===== src/rtl/demux_n_stream.sv =====
// Registered 1-to-NUM_CH stream demultiplexer with a one-entry holding register per channel.
// Optional round-robin scan select is enabled with the DEMUX_N_SCAN_EN macro.
module demux_n_stream #(
  parameter int DATA_W = 1,
  parameter int SEL_W  = 3,
  parameter int NUM_CH = 8,
  parameter int CNT_W  = 16
) (
  input  logic                     clk,
  input  logic                     rst_n,
`ifdef DEMUX_N_SCAN_EN
  input  logic                     scan_en,
`endif
  input  logic                     in_valid,
  output logic                     in_ready,
  input  logic [DATA_W-1:0]        in_data,
  input  logic [SEL_W-1:0]         in_sel,
  output logic [NUM_CH-1:0]        out_valid,
  input  logic [NUM_CH-1:0]        out_ready,
  output logic [NUM_CH*DATA_W-1:0] out_data,
  output logic                     err_sel,
  output logic [CNT_W-1:0]         xfer_cnt
);

  localparam logic [SEL_W:0] NUM_CH_L = (SEL_W+1)'(NUM_CH);

  logic [SEL_W-1:0]  esel;
  logic [NUM_CH-1:0] sel_hit;
  logic              in_range;
  logic              accept;

`ifdef DEMUX_N_SCAN_EN
  logic [SEL_W-1:0] scan_ptr;

  assign esel = scan_en ? scan_ptr : in_sel;

  always_ff @(posedge clk or negedge rst_n) begin
    if (!rst_n) begin
      scan_ptr <= '0;
    end else if (accept && scan_en) begin
      scan_ptr <= (scan_ptr == SEL_W'(NUM_CH-1)) ? '0 : scan_ptr + 1'b1;
    end
  end
`else
  assign esel = in_sel;
`endif

  // One-hot decode of the effective select; out-of-range selects leave it all zero.
  always_comb begin
    sel_hit = '0;
    for (int k = 0; k < NUM_CH; k++) begin
      sel_hit[k] = (esel == SEL_W'(k));
    end
  end

  assign in_range = ({1'b0, esel} < NUM_CH_L);
  assign in_ready = !in_range || (|(sel_hit & (~out_valid | out_ready)));
  assign accept   = in_valid && in_ready;

  // An accept to a channel wins over its drain, so a full channel can take a word every cycle.
  always_ff @(posedge clk or negedge rst_n) begin
    if (!rst_n) begin
      out_valid <= '0;
      out_data  <= '0;
    end else begin
      for (int k = 0; k < NUM_CH; k++) begin
        if (accept && sel_hit[k]) begin
          out_data[k*DATA_W +: DATA_W] <= in_data;
          out_valid[k]                 <= 1'b1;
        end else if (out_valid[k] && out_ready[k]) begin
          out_valid[k] <= 1'b0;
        end
      end
    end
  end

  always_ff @(posedge clk or negedge rst_n) begin
    if (!rst_n) begin
      err_sel  <= 1'b0;
      xfer_cnt <= '0;
    end else begin
      err_sel <= accept && !in_range;
      if (accept && in_range) begin
        xfer_cnt <= xfer_cnt + 1'b1;
      end
    end
  end

endmodule


===== config.mk =====
export PLATFORM = sky130hd
export DESIGN_NAME = demux_n_stream
export DESIGN_NICKNAME = d
export VERILOG_FILES = /design/src/rtl/demux_n_stream.sv
export SDC_FILE = /design/constraint.sdc
export NUM_CORES = 1
export LEC_CHECK = 0
export ABC_AREA = 1
export BUFFER_PORTS_ARGS = -buffer_cell sky130_fd_sc_hd__buf_2
export CAP_MARGIN = 20
export CORE_ASPECT_RATIO = 1.75
export CORE_MARGIN = 1
export CORE_UTILIZATION = 40
export CTS_CLUSTER_DIAMETER = 30
export DETAILED_ROUTE_END_ITERATION = 12
export GPL_ROUTABILITY_DRIVEN = 0
export PLACE_DENSITY = 0.66
export SYNTH_ARGS = -nofsm -noshare
export SYNTH_HDL_FRONTEND = slang
export SYNTH_SLANG_ARGS = --single-unit

===== constraint.sdc =====
create_clock -name clk -period 1.3 [get_ports clk]
set_input_delay 0.065 -clock clk [delete_from_list [all_inputs] [get_ports clk]]
set_output_delay 0.065 -clock clk [all_outputs]
set_load 0.01 [all_outputs]

==> flow_summary.ini, run 1 <==
[setup_path]
cp_slowest_stage_delay_ps = 370
path_cells = nand2_2 > nand2_2 > nand2_2 > nor2_4 > nand2_8 > buf_6 > buf_6
crit_arrival_ps = 1350
cp_common_cell = nand2_2
setup.worst_path.end_class = output port
cp_slowest_cell = dfrtp_1
ff2ff_setup_slack_ps = -70
path_class = reg2out
worstSetupStartpointType = flop
r2r_start = out_valid[6]
r2r_cells = 9
reg2reg_to = xfer_cnt[6]
path_max_fanout = 2
crit_required_ps = 1240
startpoint = out_valid[3]

[sta]
hold_violations = 0
finalClockSkew_ps = 7.24
fin_ws_ps = -116
fin_tns_setup_ps = -735
final-max-slew-violation-count = 0
relSlewSlack_pct = 63.9
rsz0062_at_grt = true
setup_viol = 22
timing.hold.ws_ps = 41.7
min_period_over_period_pct = 109
clock.fmax_mhz = 706
fin_crit_ps = 1420
worst_pin_slew_ps = 542

[placed_design]
dpl_cell_area_um2 = 2370
port_buffers = 47
hpwl_um = 3550
pre_cts_ws_ps = -134

[grt]
antenna_found_initial = 0
met2_usage_pct = 38.0
grt_pass1_vias = 1755
grt_max_degree = 26
grt_first_pass_wirelength_um = 7870
grt_usage_pct = 21.6
met1_usage_pct = 23.9
gr-total-overflow = 0
gr-usage-met3_pct = 3.94
busiest_layer = met2

[cells_and_area]
final_layout_size_suffix_gt1_share_pct = 42.1
area_growth_pct = 43.5
finalInstanceArea_um2 = 2680
nets = 350
final_util_pct = 60.4
n_antenna_cell = 0

[logic_synthesis]
synth_area_um2 = 1870
synth_area_per_cell_um2 = 7.54
yosysWarnings = 0
synth_seq_cells = 32
synthesis.nets = 264
syn-instance-count = 248
ys_types = 27
ys_seq_area_share_pct = 42.8

[hold_path]
min_from = out_ready[3]
min_to = out_valid[3]
min_path_cells = 4
hold_path.class = in2reg

[die]
num_io_pins = 49
core-area_um2 = 4440
die_h_um = 92.4
start_util_pct = 42.1
die_area_um2 = 4960
fp.dieW_um = 53.7
row_count = 32

[power]
ir_drop_mv = 0.860
powerDensity_nw_per_um2 = 1260
p_leak_uw = 0.00146

[cts]
clk_pin_slew_worst_paths_ps = 60
cts_sinks = 32
insertion_delay_ps = 290
htreeDepth = 2
root_buffer = clkbuf_8
cts_buffer_depth = 2
cts_tree = yes
cts_inserted_buffers = 5

[detailed_routing]
drt_wl_total_um = 4930
drt_first_iter_violations = 37
antenna_left = 0
wl_per_cell_um = 12.8
drcViolationCount = 0
via_per_inst = 4.94
vias = 1906
dr.pass1.iters = 5

[run]
max-cap-violations = 0

[run_status]
status = finished with violations
violations = negative setup slack
power by group:
group	internal, uW	switching (uW)
combinational	494	539
sequential	1160	129
clock	676	377
stage by stage:
step / power (uW) / cells
after floorplan: 1780 / 248
after global placement: 2210 / 371
after detailed placement: 2230 / 371
after CTS: 3380 / 385
after global routing: 3570 / 386
final: 3380 / 386
worst max-delay path, delay by kind of cell (launching register included):
family | cells | cell delay, ps
buf+inv | 2 | 230
flops | 1 | 370
simple gates | 5 | 480
cell families after synthesis:
group / synth area share [%]
AOI/OAI and AO/OA: 1.61
xor gates and xnor gates: 3.75
adders and majority gates: 0.669
buffers and inverters: 9.64
DFF: 42.8
other: 0.201
and+or+nand+nor: 41.3
metal layers:
metal | part of all wire (%) | wire, um
met5 | 0 | 0
met2 | 57 | 2790
met4 | 2.0 | 99
met3 | 3.6 | 178
met1 | 38 | 1860
state kept, by name (all words and copies together) (netlist names):
register   flops
out_data       8
xfer_cnt      16
out_valid      8
final cells by class:
type	count	area (um2)
Fill cell	421	1760
Clock buffer	7	96.3
Clock inverter	1	30.0
Tap cell	51	63.8
Timing Repair Buffer	90	578
Multi-Input combinational cell	183	1020
Inverter	22	85.1
Sequential cell	32	807
placed cells by master, fill, tap and decap left out, drive strengths merged:
| master | Yosys | routed |
|---|---|---|
| bufinv | 0 | 1 |
| buf | 11 | 89 |
| nor3 | 6 | 6 |
| and3 | 1 | 1 |
| ha | 1 | 1 |
| nand2 | 95 | 96 |
| o21ai | 6 | 6 |
| nand3b | 1 | 1 |
| nor2 | 19 | 19 |
| nand3 | 33 | 33 |
| xor2 | 2 | 2 |
| xnor2 | 6 | 6 |
| nand4 | 11 | 11 |
| dlygate4sd3 | 0 | 1 |
| clkbuf | 1 | 7 |
| inv | 22 | 22 |
| conb | 1 | 1 |
| dfrtp | 32 | 32 |
worst max path at each step:
stage,to,cells past startpoint
2_1_floorplan,xfer_cnt[10],8
3_3_place_gp,out_data[5],8
3_5_place_dp,xfer_cnt[5],8
4_1_cts,in_ready,7
5_1_grt,xfer_cnt[6],9
6_report,in_ready,7
timing repair:
item | 4_1_cts | 5_1_grt
hold endpoints to repair | 32 | 0
buffers inserted | 4 | 1
pin swaps | 10 | 9
hold buffers | 1 | 0
endpoints found under the setup margin | 32 | 33
gates resized for setup | 16 | 15
cloned | 1 | 0
cells in the mapped netlist (all sizes together):
| master | count | area share (%) |
|---|---|---|
| nand4 | 11 | 3.7 |
| nor3 | 6 | 1.6 |
| nand2 | 95 | 21 |
| ha | 1 | 0.67 |
| conb | 1 | 0.20 |
| nand3b | 1 | 0.40 |
| buf | 11 | 4.9 |
| xor2 | 2 | 0.94 |
| nor2 | 19 | 5.4 |
| clkbuf | 1 | 0.20 |
| o21ai | 6 | 1.6 |
| xnor2 | 6 | 2.8 |
| inv | 22 | 4.6 |
| and3 | 1 | 0.33 |
| dfrtp | 32 | 43 |
| nand3 | 33 | 9.1 |
(Power assumes the default switching activity.)
==> run 2, diff against run 1 <==
RECOVER_POWER = 50   (was unset)
==> run 2 against run 1 <==
Cell count is the same. Core utilization decreased by 0.14 points. Critical path depth stayed put. Flip-flop and latch count unchanged. Highest routed layer unchanged. The run still ends with negative setup slack left. Non-clock buffer count unchanged. Largest power group unchanged. Fmax about the same. Total power shrank 0.10%. Combinational power hardly changed. Clock power barely moved. Worst setup slack is essentially flat. Via count grew 0.26%. Routed wire length about the same.
==> flow_summary.ini, run 2 (synthesis results as in run 1) <==
[run_status]
status = finished with violations
violations = negative setup slack

[placed_design]
port_buffers = 47
dpl_cell_area_um2 = 2370
pre_cts_ws_ps = -134
hpwl_um = 3550

[sta]
relSlewSlack_pct = 51.9
setup_viol = 22
fin_tns_setup_ps = -729
timing.hold.ws_ps = 41.7
final-max-slew-violation-count = 0
finalClockSkew_ps = 6.87
fin_ws_ps = -116
worst_pin_slew_ps = 722
hold_violations = 0
fin_crit_ps = 1420
rsz0062_at_grt = true
clock.fmax_mhz = 706
min_period_over_period_pct = 109

[grt]
grt_usage_pct = 21.6
gr-total-overflow = 0
busiest_layer = met2
gr-usage-met3_pct = 3.94
met1_usage_pct = 23.9
grt_max_degree = 26
antenna_found_initial = 0
grt_pass1_vias = 1755
met2_usage_pct = 38.0
grt_first_pass_wirelength_um = 7870

[hold_path]
min_from = out_ready[3]
hold_path.class = in2reg

[cells_and_area]
layout_common_cells = nand2_1, buf_2, buf_4, dfrtp_1, nand3_1
final_layout_size_suffix_gt1_share_pct = 41.8
finalInstanceArea_um2 = 2680
largest_register = xfer_cnt
final_common_cell = nand2_1
area_growth_pct = 43.2
nets = 350
n_antenna_cell = 0
largest_reg_flops = 16
top_regs = xfer_cnt x16, out_data x8, out_valid x8

[power]
clockPowerShare_pct = 31.2
p_sw_share_pct = 30.9
seqPwrFrac_pct = 38.3
powerDensity_nw_per_um2 = 1260
p_int_uw = 2330
p_comb_share_pct = 30.5
ir_drop_mv = 0.860
power_switching_uw = 1040
p_leak_uw = 0.00146

[detailed_routing]
drt_wl_total_um = 4930
antenna_left = 0
drcViolationCount = 0
via_per_inst = 4.95
wl_per_cell_um = 12.8
vias = 1911
drt_first_iter_violations = 36
dr.pass1.iters = 5

[cts]
cts_inserted_buffers = 5
cts_buffer_depth = 2
cts_sinks = 32
insertion_delay_ps = 290
root_buffer = clkbuf_8
cts_tree = yes
htreeDepth = 2
clk_pin_slew_worst_paths_ps = 60

[setup_path]
crit_required_ps = 1240
r2r_start = out_valid[6]
setup.worst_path.end_class = output port
path_max_fanout = 2
path_class = reg2out
startpoint = out_valid[3]
worstSetupStartpointType = flop
crit_arrival_ps = 1350

[run]
max-cap-violations = 0

[die]
num_io_pins = 49
die_h_um = 92.4
core-area_um2 = 4440
row_count = 32
die_area_um2 = 4960
start_util_pct = 42.1
fp.dieW_um = 53.7
-- run 2: cell count changes in the layout (fill, tap and decap cells not counted) --
| cell | delta |
|---|---|
| clkbuf_1 | +1 |
| clkbuf_2 | +2 |
| buf_4 | -2 |
| buf_2 | -1 |
-- run 2: worst max-delay path: stages, from the launching register on --
cell and delay (ps):
dfrtp_1 370, nand2_2 70, nand2_2 80, nand2_2 70, nor2_4 180, nand2_8 80, buf_6 120, buf_6 110
-- run 2: what timing repair did --
action / CTS / global route
cloned: 1 / 0
buffers inserted: 4 / 1
setup endpoints to repair: 32 / 33
gates resized for setup: 16 / 15
hold buffers: 1 / 0
pin swaps: 10 / 9
hold endpoints to repair: 32 / 0
-- run 2: power by group through the flow --
| stage | clock, uW | combinational [uW] | sequential (uW) |
|---|---|---|---|
| 2_1_floorplan | 0 | 383 | 1400 |
| 3_3_place_gp | 0 | 919 | 1290 |
| 3_5_place_dp | 0 | 935 | 1300 |
| 4_1_cts | 1090 | 1010 | 1280 |
| 5_1_grt | 1110 | 1140 | 1310 |
| 6_report | 1050 | 1030 | 1290 |
-- run 2: final cells by class --
class                           instances  area, um2
Clock buffer                            7       96.3
Fill cell                             422       1770
Multi-Input combinational cell        183       1020
Timing Repair Buffer                   90        572
Sequential cell                        32        807
Clock inverter                          1       30.0
Inverter                               22       85.1
Tap cell                               51       63.8
-- run 2: final timing paths --
path                           endpoint  slack [ps]  depth (start not counted)
max in group asynchronous   out_data[0]         190                          3
setup reg to reg            xfer_cnt[6]         -70                          9
hold reg to reg             out_data[7]         470                          2
hold / removal             out_valid[3]          40                          4
setup / recovery               in_ready        -120                          7
min in group asynchronous   xfer_cnt[5]         340                          2
-- run 2: per-stage QoR --
step,cells,utilization [%],total power [uW]
finish,386,60.2,3370
global route,386,60.2,3570
CTS,385,58.6,3380
detailed placement,371,53.2,2230
global placement,371,53.2,2210
floorplan,248,-,1780
-- run 2: routing by layer --
metal / vias up / part of all wire (%)
met2: 50 / 57
met3: 9 / 3.6
met5: - / 0
li1: 962 / -
met1: 890 / 38
met4: 0 / 2.0
